$ cat config.mk
export PLATFORM = sky130hd
export DESIGN_NAME = char_ram_scheduler
export DESIGN_NICKNAME = d
export VERILOG_FILES = /design/src/rtl/char_ram_pkg.sv /design/src/rtl/char_ram_scroll_pipe.sv /design/src/rtl/char_ram_scheduler.sv
export SDC_FILE = /design/constraint.sdc
export NUM_CORES = 1
export LEC_CHECK = 0
export BUFFER_PORTS_ARGS = -buffer_cell sky130_fd_sc_hd__buf_2
export CAP_MARGIN = 20
export CORE_ASPECT_RATIO = 0.5
export CORE_UTILIZATION = 45
export DETAILED_ROUTE_END_ITERATION = 8
export PLACE_DENSITY = 0.8
export RECOVER_POWER = 50
export SYNTH_ARGS = -nofsm -noshare
export SYNTH_HDL_FRONTEND = slang
export SYNTH_SLANG_ARGS = --single-unit
$ cat constraint.sdc
create_clock -name clk -period 2.71 [get_ports clk]
set_clock_uncertainty 0.05 [all_clocks]
set_input_delay 0.4065 -clock clk [delete_from_list [all_inputs] [get_ports clk]]
set_output_delay 0.4065 -clock clk [all_outputs]
set_load 0.02 [all_outputs]
$ cat src/rtl/char_ram_pkg.sv
// Shared definitions for the character RAM scheduler.
//   ramState_t : scheduler FSM state encoding
//   DEPTH      : default RAM depth (2**8)
//   FILL_BASE  : first address of the line blanked after a scroll
//   NL_CHAR    : newline character, consumed only when NEWLINE_EN is defined
//   depthOf()  : RAM depth for a given address width
package char_ram_pkg;

    typedef enum logic [2:0] {
        ST_CLEAR       = 3'd0,
        ST_IDLE        = 3'd1,
        ST_WRITE       = 3'd2,
        ST_SCROLL_COPY = 3'd3,
        ST_SCROLL_FILL = 3'd4
    } ramState_t;

    localparam int          LINE_LEN_DEF = 32;
    localparam int          DEPTH        = 256;
    localparam int          FILL_BASE    = DEPTH - LINE_LEN_DEF;
    localparam logic [7:0]  NL_CHAR      = 8'h0A;

    function automatic int depthOf(input int addrW);
        return 1 << addrW;
    endfunction

endpackage

$ cat src/rtl/char_ram_scroll_pipe.sv
// Scroll engine read side: walks the source address from LINE_LEN up to the
// last RAM address, competes with the display for the RAM read port, and
// presents each read result's destination one cycle after the read issues.
//   clk, reset : clock, asynchronous active-high reset
//   active     : high while the scheduler is in SCROLL_COPY; low re-arms
//   rdReq      : display read request (display has priority)
//   scrollWin  : scroll owns the read port this cycle (comb)
//   srcAddr    : address scroll reads when it wins
//   wbVld      : ram_dout this cycle is scroll data, write it to wbAddr
//   wbAddr     : destination for ram_dout (source - LINE_LEN)
//   copyDone   : last copy write-back is being presented this cycle
module char_ram_scroll_pipe #(
    parameter int ADDR_W     = 8,
    parameter int LINE_LEN   = 32,
    parameter int STARVE_LIM = 4
) (
    input  logic              clk,
    input  logic              reset,
    input  logic              active,
    input  logic              rdReq,
    output logic              scrollWin,
    output logic [ADDR_W-1:0] srcAddr,
    output logic              wbVld,
    output logic [ADDR_W-1:0] wbAddr,
    output logic              copyDone
);

    localparam int                SW         = $clog2(STARVE_LIM + 1);
    localparam logic [ADDR_W-1:0] LINE_START = ADDR_W'(LINE_LEN);
    localparam logic [ADDR_W-1:0] ADDR_MAX   = '1;
    localparam logic [SW-1:0]     STARVED    = SW'(STARVE_LIM);

    logic [ADDR_W-1:0] srcCnt;
    logic              allIssued;
    logic [SW-1:0]     starveCnt;
    logic              wantRead;
    logic              vld_p1;
    logic              last_p1;
    logic [ADDR_W-1:0] wbAddr_p1;

    // The starvation count only advances while scroll actually wants the port.
    assign wantRead  = active && !allIssued;
    assign scrollWin = wantRead && (!rdReq || (starveCnt == STARVED));
    assign srcAddr   = srcCnt;

    // ---- stage p0 -> p1: read issued, result arrives next cycle ----
    always_ff @(posedge clk or posedge reset) begin
        if (reset) begin
            srcCnt    <= LINE_START;
            allIssued <= 1'b0;
            starveCnt <= '0;
            vld_p1    <= 1'b0;
            last_p1   <= 1'b0;
        end else if (!active) begin
            srcCnt    <= LINE_START;
            allIssued <= 1'b0;
            starveCnt <= '0;
            vld_p1    <= 1'b0;
            last_p1   <= 1'b0;
        end else begin
            vld_p1  <= scrollWin;
            last_p1 <= scrollWin && (srcCnt == ADDR_MAX);
            if (scrollWin) begin
                srcCnt    <= srcCnt + 1'b1;
                starveCnt <= '0;
                if (srcCnt == ADDR_MAX) begin
                    allIssued <= 1'b1;
                end
            end else if (wantRead) begin
                starveCnt <= starveCnt + 1'b1;
            end
        end
    end

    always_ff @(posedge clk) begin
        wbAddr_p1 <= srcCnt - LINE_START;
    end

    assign wbVld    = vld_p1;
    assign wbAddr   = wbAddr_p1;
    assign copyDone = vld_p1 && last_p1;

endmodule

$ cat src/rtl/char_ram_scheduler.sv
// Character RAM scheduler for the UART terminal: appends received bytes at a
// cursor, clears the screen, scrolls up one line when the cursor wraps, and
// shares the RAM read port between the display fetcher and the scroll engine.
// Optional feature: NEWLINE_EN -- when defined, 8'h0A is not stored; it moves
// the cursor to the start of the next line (scrolling if that wraps).
// Ports:
//   clk, reset                  clock, asynchronous active-high reset
//   wr_req/wr_data/wr_ack       append handshake (ack = 1-cycle pulse)
//   clr_req                     clear-screen request (level)
//   rd_req/rd_addr/rd_gnt       display read request / address / grant (comb)
//   rd_valid/rd_data            display read data, one cycle after rd_gnt
//   busy                        clear or scroll in progress
//   cursor                      next append address
//   ram_we/ram_waddr/ram_din    registered RAM write port
//   ram_raddr/ram_dout          RAM read port, 1-cycle read latency
module char_ram_scheduler
    import char_ram_pkg::*;
#(
    parameter int ADDR_W     = 8,
    parameter int DATA_W     = 8,
    parameter int LINE_LEN   = 32,
    parameter int STARVE_LIM = 4
) (
    input  logic              clk,
    input  logic              reset,
    input  logic              wr_req,
    input  logic [DATA_W-1:0] wr_data,
    output logic              wr_ack,
    input  logic              clr_req,
    input  logic              rd_req,
    input  logic [ADDR_W-1:0] rd_addr,
    output logic              rd_gnt,
    output logic              rd_valid,
    output logic [DATA_W-1:0] rd_data,
    output logic              busy,
    output logic [ADDR_W-1:0] cursor,
    output logic              ram_we,
    output logic [ADDR_W-1:0] ram_waddr,
    output logic [DATA_W-1:0] ram_din,
    output logic [ADDR_W-1:0] ram_raddr,
    input  logic [DATA_W-1:0] ram_dout
);

    localparam int                MEM_DEPTH  = depthOf(ADDR_W);
    localparam logic [ADDR_W-1:0] ADDR_MAX   = ADDR_W'(MEM_DEPTH - 1);
    localparam logic [ADDR_W-1:0] FILL_START = ADDR_W'(MEM_DEPTH - LINE_LEN);
    localparam logic [ADDR_W-1:0] LINE_MASK  = ADDR_W'(LINE_LEN - 1);

    ramState_t         state, stateNext;
    logic [ADDR_W-1:0] clrCnt, clrCntNext;
    logic [ADDR_W-1:0] cursorNext;
    logic [ADDR_W-1:0] waddrNext;
    logic [DATA_W-1:0] dinNext;
    logic              weNext, ackNext;
    logic              nlHit, nlPend, nlNext;
    logic [ADDR_W-1:0] linePos;
    logic              scrollWin, wbVld, copyDone;
    logic [ADDR_W-1:0] srcAddr, wbAddr;

`ifdef NEWLINE_EN
    assign nlHit = (wr_data == DATA_W'(NL_CHAR));
`else
    assign nlHit = 1'b0;
`endif

    // A newline advances to the last slot of the current line, then +1 as usual.
    assign linePos = nlPend ? (cursor | LINE_MASK) : cursor;

    assign busy      = (state == ST_CLEAR) || (state == ST_SCROLL_COPY) ||
                       (state == ST_SCROLL_FILL);
    assign rd_gnt    = rd_req && !scrollWin;
    assign ram_raddr = scrollWin ? srcAddr : rd_addr;
    assign rd_data   = ram_dout;

    char_ram_scroll_pipe #(
        .ADDR_W    (ADDR_W),
        .LINE_LEN  (LINE_LEN),
        .STARVE_LIM(STARVE_LIM)
    ) scrollPipe (
        .clk      (clk),
        .reset    (reset),
        .active   (state == ST_SCROLL_COPY),
        .rdReq    (rd_req),
        .scrollWin(scrollWin),
        .srcAddr  (srcAddr),
        .wbVld    (wbVld),
        .wbAddr   (wbAddr),
        .copyDone (copyDone)
    );

    always_comb begin
        stateNext  = state;
        clrCntNext = clrCnt;
        cursorNext = cursor;
        weNext     = 1'b0;
        waddrNext  = clrCnt;
        dinNext    = '0;
        ackNext    = 1'b0;
        nlNext     = nlPend;
        case (state)
            ST_CLEAR: begin
                weNext     = 1'b1;
                clrCntNext = clrCnt + 1'b1;
                if (clrCnt == ADDR_MAX) begin
                    stateNext  = ST_IDLE;
                    cursorNext = '0;
                end
            end
            ST_IDLE: begin
                if (clr_req) begin
                    stateNext  = ST_CLEAR;
                    clrCntNext = '0;
                end else if (wr_req) begin
                    stateNext = ST_WRITE;
                    ackNext   = 1'b1;
                    weNext    = !nlHit;
                    waddrNext = cursor;
                    dinNext   = wr_data;
                    nlNext    = nlHit;
                end
            end
            ST_WRITE: begin
                cursorNext = linePos + 1'b1;
                stateNext  = (linePos == ADDR_MAX) ? ST_SCROLL_COPY : ST_IDLE;
            end
            ST_SCROLL_COPY: begin
                if (clr_req) begin
                    stateNext  = ST_CLEAR;
                    clrCntNext = '0;
                end else begin
                    // Read data for the previous winning cycle is on ram_dout now.
                    weNext    = wbVld;
                    waddrNext = wbAddr;
                    dinNext   = ram_dout;
                    if (copyDone) begin
                        stateNext  = ST_SCROLL_FILL;
                        clrCntNext = FILL_START;
                    end
                end
            end
            ST_SCROLL_FILL: begin
                if (clr_req) begin
                    stateNext  = ST_CLEAR;
                    clrCntNext = '0;
                end else begin
                    weNext     = 1'b1;
                    clrCntNext = clrCnt + 1'b1;
                    if (clrCnt == ADDR_MAX) begin
                        stateNext  = ST_IDLE;
                        cursorNext = FILL_START;
                    end
                end
            end
            default: begin
                stateNext  = ST_CLEAR;
                clrCntNext = '0;
            end
        endcase
    end

    // ---- registered write port and control state ----
    always_ff @(posedge clk or posedge reset) begin
        if (reset) begin
            state    <= ST_CLEAR;
            clrCnt   <= '0;
            cursor   <= '0;
            ram_we   <= 1'b0;
            wr_ack   <= 1'b0;
            rd_valid <= 1'b0;
            nlPend   <= 1'b0;
        end else begin
            state    <= stateNext;
            clrCnt   <= clrCntNext;
            cursor   <= cursorNext;
            ram_we   <= weNext;
            wr_ack   <= ackNext;
            rd_valid <= rd_gnt;
            nlPend   <= nlNext;
        end
    end

    always_ff @(posedge clk) begin
        ram_waddr <= waddrNext;
        ram_din   <= dinNext;
    end

endmodule

==> flow_summary.yaml, run 1 <==
routing:
  ant_nets: 0
  wl_met1_um: 3040
  via_count: 2500
  met2_length_um: 2890
  viasPerCell: 5.42
  routed_wl_um: 6530
  dr.pass1.iters: 4
  dr.max_layer_used: "met4"
  wl_per_cell_um: 14.2
  first_iter_violations: 138
  dr_wl_met3_um: 551
  drc_errors: 0
cells_and_area:
  fillers: 515
  post-route-util: 0.598
  nNetsFinal: 408
  diodes: 0
  drive_gt1_frac: 0.199
  instances_no_fill: 461
  design_area_um2: 3430
  area_growth_pct: 22.9
yosys:
  ys.flop_type: "dfrtp_1"
  syn-num-nets: 339
  synth_warnings: 0
  synth-seq-cells: 60
  synthArstFlopShare: 0.600
  syn_area_um2: 2790
  yosysUniqueCellTypes: 46
  seq_area_frac_synth: 0.496
  syn-instance-count: 303
  synth_edf_count: 0
  syn_avg_cell_area_um2: 9.20
worst_setup_path:
  crit_type: "reg2out"
  critical_path.startpoint_type: "flip-flop"
  crit_path_start: "state[2]"
  path_cells: "nand3b_1, or3_1, buf_4, o21ai_0, buf_2"
  cp-end-kind: "primary output"
  cp.required_ps: 2250
  slowest_delay_ps: 490
  cp.arrival_ps: 2070
  cp_max_fo: 13
  critPathSlowestCell: "dfrtp_1"
  rr_startpoint: "state[2]"
  reg2reg_depth: 5
outcome:
  run_status: "finished with violations"
  violations: "max-capacitance violations, max-slew violations"
worst_hold_path:
  hold_path_depth: 2
  timing.hold.worst.start: "wr_data[4]"
  hold_class: "in2reg"
power:
  p_total_mw: 2.59
  p_leak_nw: 1.55
  peakVddDrop_uv: 383
  power_density_nw_per_um2: 754
timing:
  fin_setup_tns_ps: 0
  finalMaxSlewViolations: 37
  timing.fmax_ghz: 0.395
  hold_viol_final: 0
  slew-limit-headroom: -0.268
  post-route-period-util: 0.933
  rsz0062_at_grt: "false"
  period_minus_slack_ps: 2530
  max_slew.worst_pin.slew_ps: 1900
  fin_ws_ps: 181
  fin_hold_ws_ps: 247
  setup-violations-final: 0
global_route:
  grt_max_degree: 37
  grt_pass1_wl_um: 10500
  track_usage: 0.211
  grt-ovfl-total: 0
  grt_pass1_vias: 2227
  antenna_found_initial: 0
cts:
  cts_tree: "done"
  numCtsBuffers: 9
  cts_root_buf: "clkbuf_16"
  htree_num_levels: 3
  clk_latency_ps: 320
  cts.clk_slew.worst_paths_ps: 50
  clock_sinks: 60
  cts_max_path_buffers: 2
die:
  die_x_um: 113
  io_pins: 74
  std_cell_rows: 19
  start_util: 0.487
  dieHeight_um: 57.7
  core_area_um2: 5730
  die_area_um2: 6540
placed_design:
  post-dp-hpwl_um: 4760
  portBuffers: 73
  place_congestion: 0.853
  place_ws_ps: 422
  placed_area_um2: 3170
  dp_cells: 443
run:
  drv_cap: 1
-- path summary, 6_finish.rpt --
kind | endpoint | slack [ps]
setup / recovery | ram_raddr[5] | 180
hold / removal | ram_din[4] | 250
setup reg to reg | scrollPipe.srcAddr[6] | 600
hold reg to reg | scrollPipe.wbAddr[4] | 440
max in group asynchronous | clrCnt[0] | 800
min in group asynchronous | scrollPipe.starveCnt[2] | 720
-- repair_timing --
| action | in CTS | in global routing |
|---|---|---|
| endpoints found under the setup margin | 0 | 7 |
| endpoints found under the hold margin | 0 | 0 |
| hold buffers | 0 | 0 |
| gates resized for setup | 0 | 3 |
| buffers inserted | 0 | 2 |
-- worst max-delay path: cells and delay by family (launching register included) --
kind	cells	cell delay [ps]
AO/OA/AOI/OAI	1	140
flip-flops	1	490
buffers and inverters	2	400
AND/OR/NAND/NOR	2	730
-- registers in the layout, summed over array words and instances, names as in the netlist --
signal / cells
wr_ack: 1
state: 3
scrollPipe.allIssued: 1
scrollPipe.wbAddr: 8
clrCnt: 8
ram_we: 1
scrollPipe.starveCnt: 3
scrollPipe.srcAddr: 8
scrollPipe.wbVld: 1
ram_waddr: 8
ram_din: 8
scrollPipe.last_p1: 1
rd_valid: 1
cursor: 8
-- power breakdown --
part	internal (mW)	switching [mW]
Combinational	0.166	0.277
Clock	0.635	0.361
Sequential	1.02	0.129
-- synthesized netlist by cell type (4+ instances only) --
cell / number / area, um^2
a211o_1: 4 / 35.0
nand4_1: 6 / 37.5
o21ai_0: 23 / 115
dfrtp_1: 35 / 876
a21oi_1: 8 / 40.0
buf_2: 4 / 20.0
a22oi_1: 8 / 60.1
and2_1: 4 / 25.0
nor2_1: 17 / 63.8
a22o_1: 11 / 96.3
nor3_1: 4 / 20.0
o31ai_1: 4 / 30.0
buf_4: 11 / 82.6
ha_1: 7 / 87.6
clkbuf_1: 7 / 26.3
nand2_1: 57 / 214
inv_1: 9 / 33.8
and3_1: 5 / 31.3
nand3_1: 10 / 50.1
dfxtp_1: 24 / 480
-- cells by family after synthesis --
| group | Yosys count | share of synthesized area |
|---|---|---|
| xor+xnor | 4 | 0.0126 |
| mux | 3 | 0.0108 |
| simple gates | 122 | 0.206 |
| fa+ha+maj | 7 | 0.0314 |
| buf+inv | 31 | 0.0583 |
| flops | 60 | 0.496 |
| compound gates | 76 | 0.185 |
-- layout by cell type (no fill, tap or decap), types with 2 or more instances in the layout --
cell type	count
a21oi_1	8
inv_1	8
o21ai_0	23
o31a_1	3
dfrtp_1	35
o31ai_1	4
nor4_1	3
a211oi_1	3
clkinv_2	4
buf_4	6
nand4_1	6
nand3b_1	2
nand2_1	57
ha_1	7
a22o_1	11
o2bb2ai_1	3
mux2i_1	3
a22oi_1	8
a211o_1	4
clkbuf_16	9
nand3_1	10
nor2_1	17
clkbuf_1	28
or3_1	3
xor2_1	2
nor3_1	4
a31oi_1	2
nand2b_1	3
buf_2	47
dfxtp_1	24
xnor2_1	2
and2_1	4
and3_1	5
-- cell type report --
class	instances	area (um^2)	area share
tap	84	105	0.0307
inverter	9	37.5	0.0109
clock buffer	11	243	0.0708
clock inverter	5	26.3	0.00766
timing repair buffer	80	382	0.111
sequential	60	1380	0.403
multi-input combinational	212	1250	0.365
-- layer usage --
metal	GRT usage	up-vias
li1	-	1213
met2	0.333	106
met5	0	-
met4	0.0733	0
met1	0.276	1177
met3	0.0722	4
No activity file was read; power rests on OpenSTA's default activity.
==> run 2: changes to the inputs <==
--- a/config.mk
+++ b/config.mk
@@ -5,11 +5,14 @@
 export SDC_FILE = /design/constraint.sdc
 export NUM_CORES = 1
 export LEC_CHECK = 0
+export ABC_AREA = 0
 export BUFFER_PORTS_ARGS = -buffer_cell sky130_fd_sc_hd__buf_2
 export CAP_MARGIN = 20
 export CORE_ASPECT_RATIO = 0.5
 export CORE_UTILIZATION = 45
+export CTS_BUF_LIST = sky130_fd_sc_hd__clkbuf_8 sky130_fd_sc_hd__clkbuf_16
 export DETAILED_ROUTE_END_ITERATION = 8
+export GPL_TIMING_DRIVEN = 0
 export PLACE_DENSITY = 0.8
 export RECOVER_POWER = 50
 export SYNTH_ARGS = -nofsm -noshare
==> flow_summary.yaml, run 2 (synthesis results as in run 1) <==
cells_and_area:
  nNetsFinal: 423
  regArea_um2: 1380
  post-route-util: 0.613
  diodes: 0
  design_area_um2: 3510
  area_growth_pct: 25.8
  fillers: 478
  layout_common_cells: "57 x nand2_1, 52 x buf_2, 35 x dfrtp_1, 32 x clkbuf_1, 24 x dfxtp_1"
  multi_input_comb_area_um2: 1250
  layout_commonest_cell: "nand2_1"
  drive_gt1_frac: 0.207
timing:
  setup-violations-final: 0
  finalMaxSlewViolations: 0
  fin_hold_ws_ps: 114
  hold_viol_final: 0
  timing.fmax_ghz: 0.390
  slew-limit-headroom: 0.246
  period_minus_slack_ps: 2570
  post-route-period-util: 0.947
  fin_ws_ps: 143
  max_slew.worst_pin.slew_ps: 1130
die:
  die_x_um: 113
  start_util: 0.487
  core_area_um2: 5730
  std_cell_rows: 19
  dieHeight_um: 57.7
  io_pins: 74
  die_area_um2: 6540
worst_setup_path:
  r2r_end: "cursor[5]"
  crit_type: "reg2out"
  critPathCapture: "ram_raddr[3]"
  cp.arrival_ps: 2110
  r2r_slack_ps: 500
  critical_path.startpoint_type: "flip-flop"
  cp.required_ps: 2250
  reg2reg_depth: 6
  crit_path_start: "scrollPipe.starveCnt[0]"
  rr_startpoint: "clrCnt[0]"
  cp_max_fo: 10
  cp-end-kind: "primary output"
cts:
  htree_num_levels: 3
  cts.clk_slew.worst_paths_ps: 50
  ctsResizeCount: 2
  clock_sinks: 60
  cts_tree: "done"
  postCtsSetupRepairBufs: 0
  cts_root_buf: "clkbuf_16"
  numCtsBuffers: 9
  cts_max_path_buffers: 2
  postCtsHoldBufs: 0
  clk_latency_ps: 320
placed_design:
  place_congestion: 0.881
  placed_area_um2: 3280
  portBuffers: 72
  place_ws_ps: 185
  post-dp-hpwl_um: 4980
global_route:
  track_usage: 0.231
  grt-ovfl-total: 0
  grt_use_met1: 0.315
  globalRoute.busiestLayer: "met2"
  grt_max_degree: 21
  grtUsageMet3: 0.0847
  grt_pass1_wl_um: 11300
  grt_pass1_vias: 2330
  met2_usage: 0.353
  antenna_found_initial: 0
routing:
  wl_per_cell_um: 14.7
  viasPerCell: 5.45
  drc_errors: 0
  dr.pass1.iters: 5
  ant_nets: 0
  via_count: 2595
  routed_wl_um: 6980
  first_iter_violations: 236
power:
  p_leak_nw: 1.62
  peakVddDrop_uv: 369
  p_total_mw: 2.61
  power_density_nw_per_um2: 744
run:
  drv_cap: 0
outcome:
  run_status: "completed"
worst_hold_path:
  hold_class: "in2async"
==> run 2: layer usage <==
layer,wire length (um),vias to the layer above
met5,0,-
met4,64,0
met3,653,12
met2,3070,153
met1,3190,1191
li1,-,1239
==> run 2: area by class of cell <==
cell class | instances | share of cell area
sequential | 60 | 0.394
multi-input combinational | 212 | 0.355
timing repair buffer | 73 | 0.0948
clock buffer | 11 | 0.0720
buffer | 22 | 0.0381
tap | 84 | 0.0299
inverter | 9 | 0.00963
clock inverter | 5 | 0.00606
==> run 2: worst min-delay path by stage <==
stage,cells after the start,from,to
finish,2,reset,state[0]
global route,2,reset,state[0]
CTS,2,reset,state[0]
detailed placement,0,scrollPipe.srcAddr[4],scrollPipe.wbAddr[4]
global placement,0,scrollPipe.srcAddr[4],scrollPipe.wbAddr[4]
floorplan,0,scrollPipe.srcAddr[4],scrollPipe.wbAddr[4]
==> run 2: where the power goes <==
| group | internal (mW) | switching (mW) | total (mW) |
|---|---|---|---|
| Sequential | 1.02 | 0.130 | 1.15 |
| Clock | 0.652 | 0.356 | 1.01 |
| Combinational | 0.174 | 0.281 | 0.454 |
==> run 2: metrics by stage <==
stage,instances,setup TNS [ps]
6_report,476,0
5_1_grt,476,-8.35
4_1_cts,476,0
3_5_place_dp,460,0
3_3_place_gp,459,0
2_1_floorplan,303,0
==> run 2: critical path: stages (launching register included) <==
cell	delay (ps)
dfrtp_1	400
inv_1	70
ha_1	190
a21boi_2	90
or3_1	310
buf_2	170
inv_1	130
buf_6	150
nand2_1	70
nand2_1	60
buf_2	150
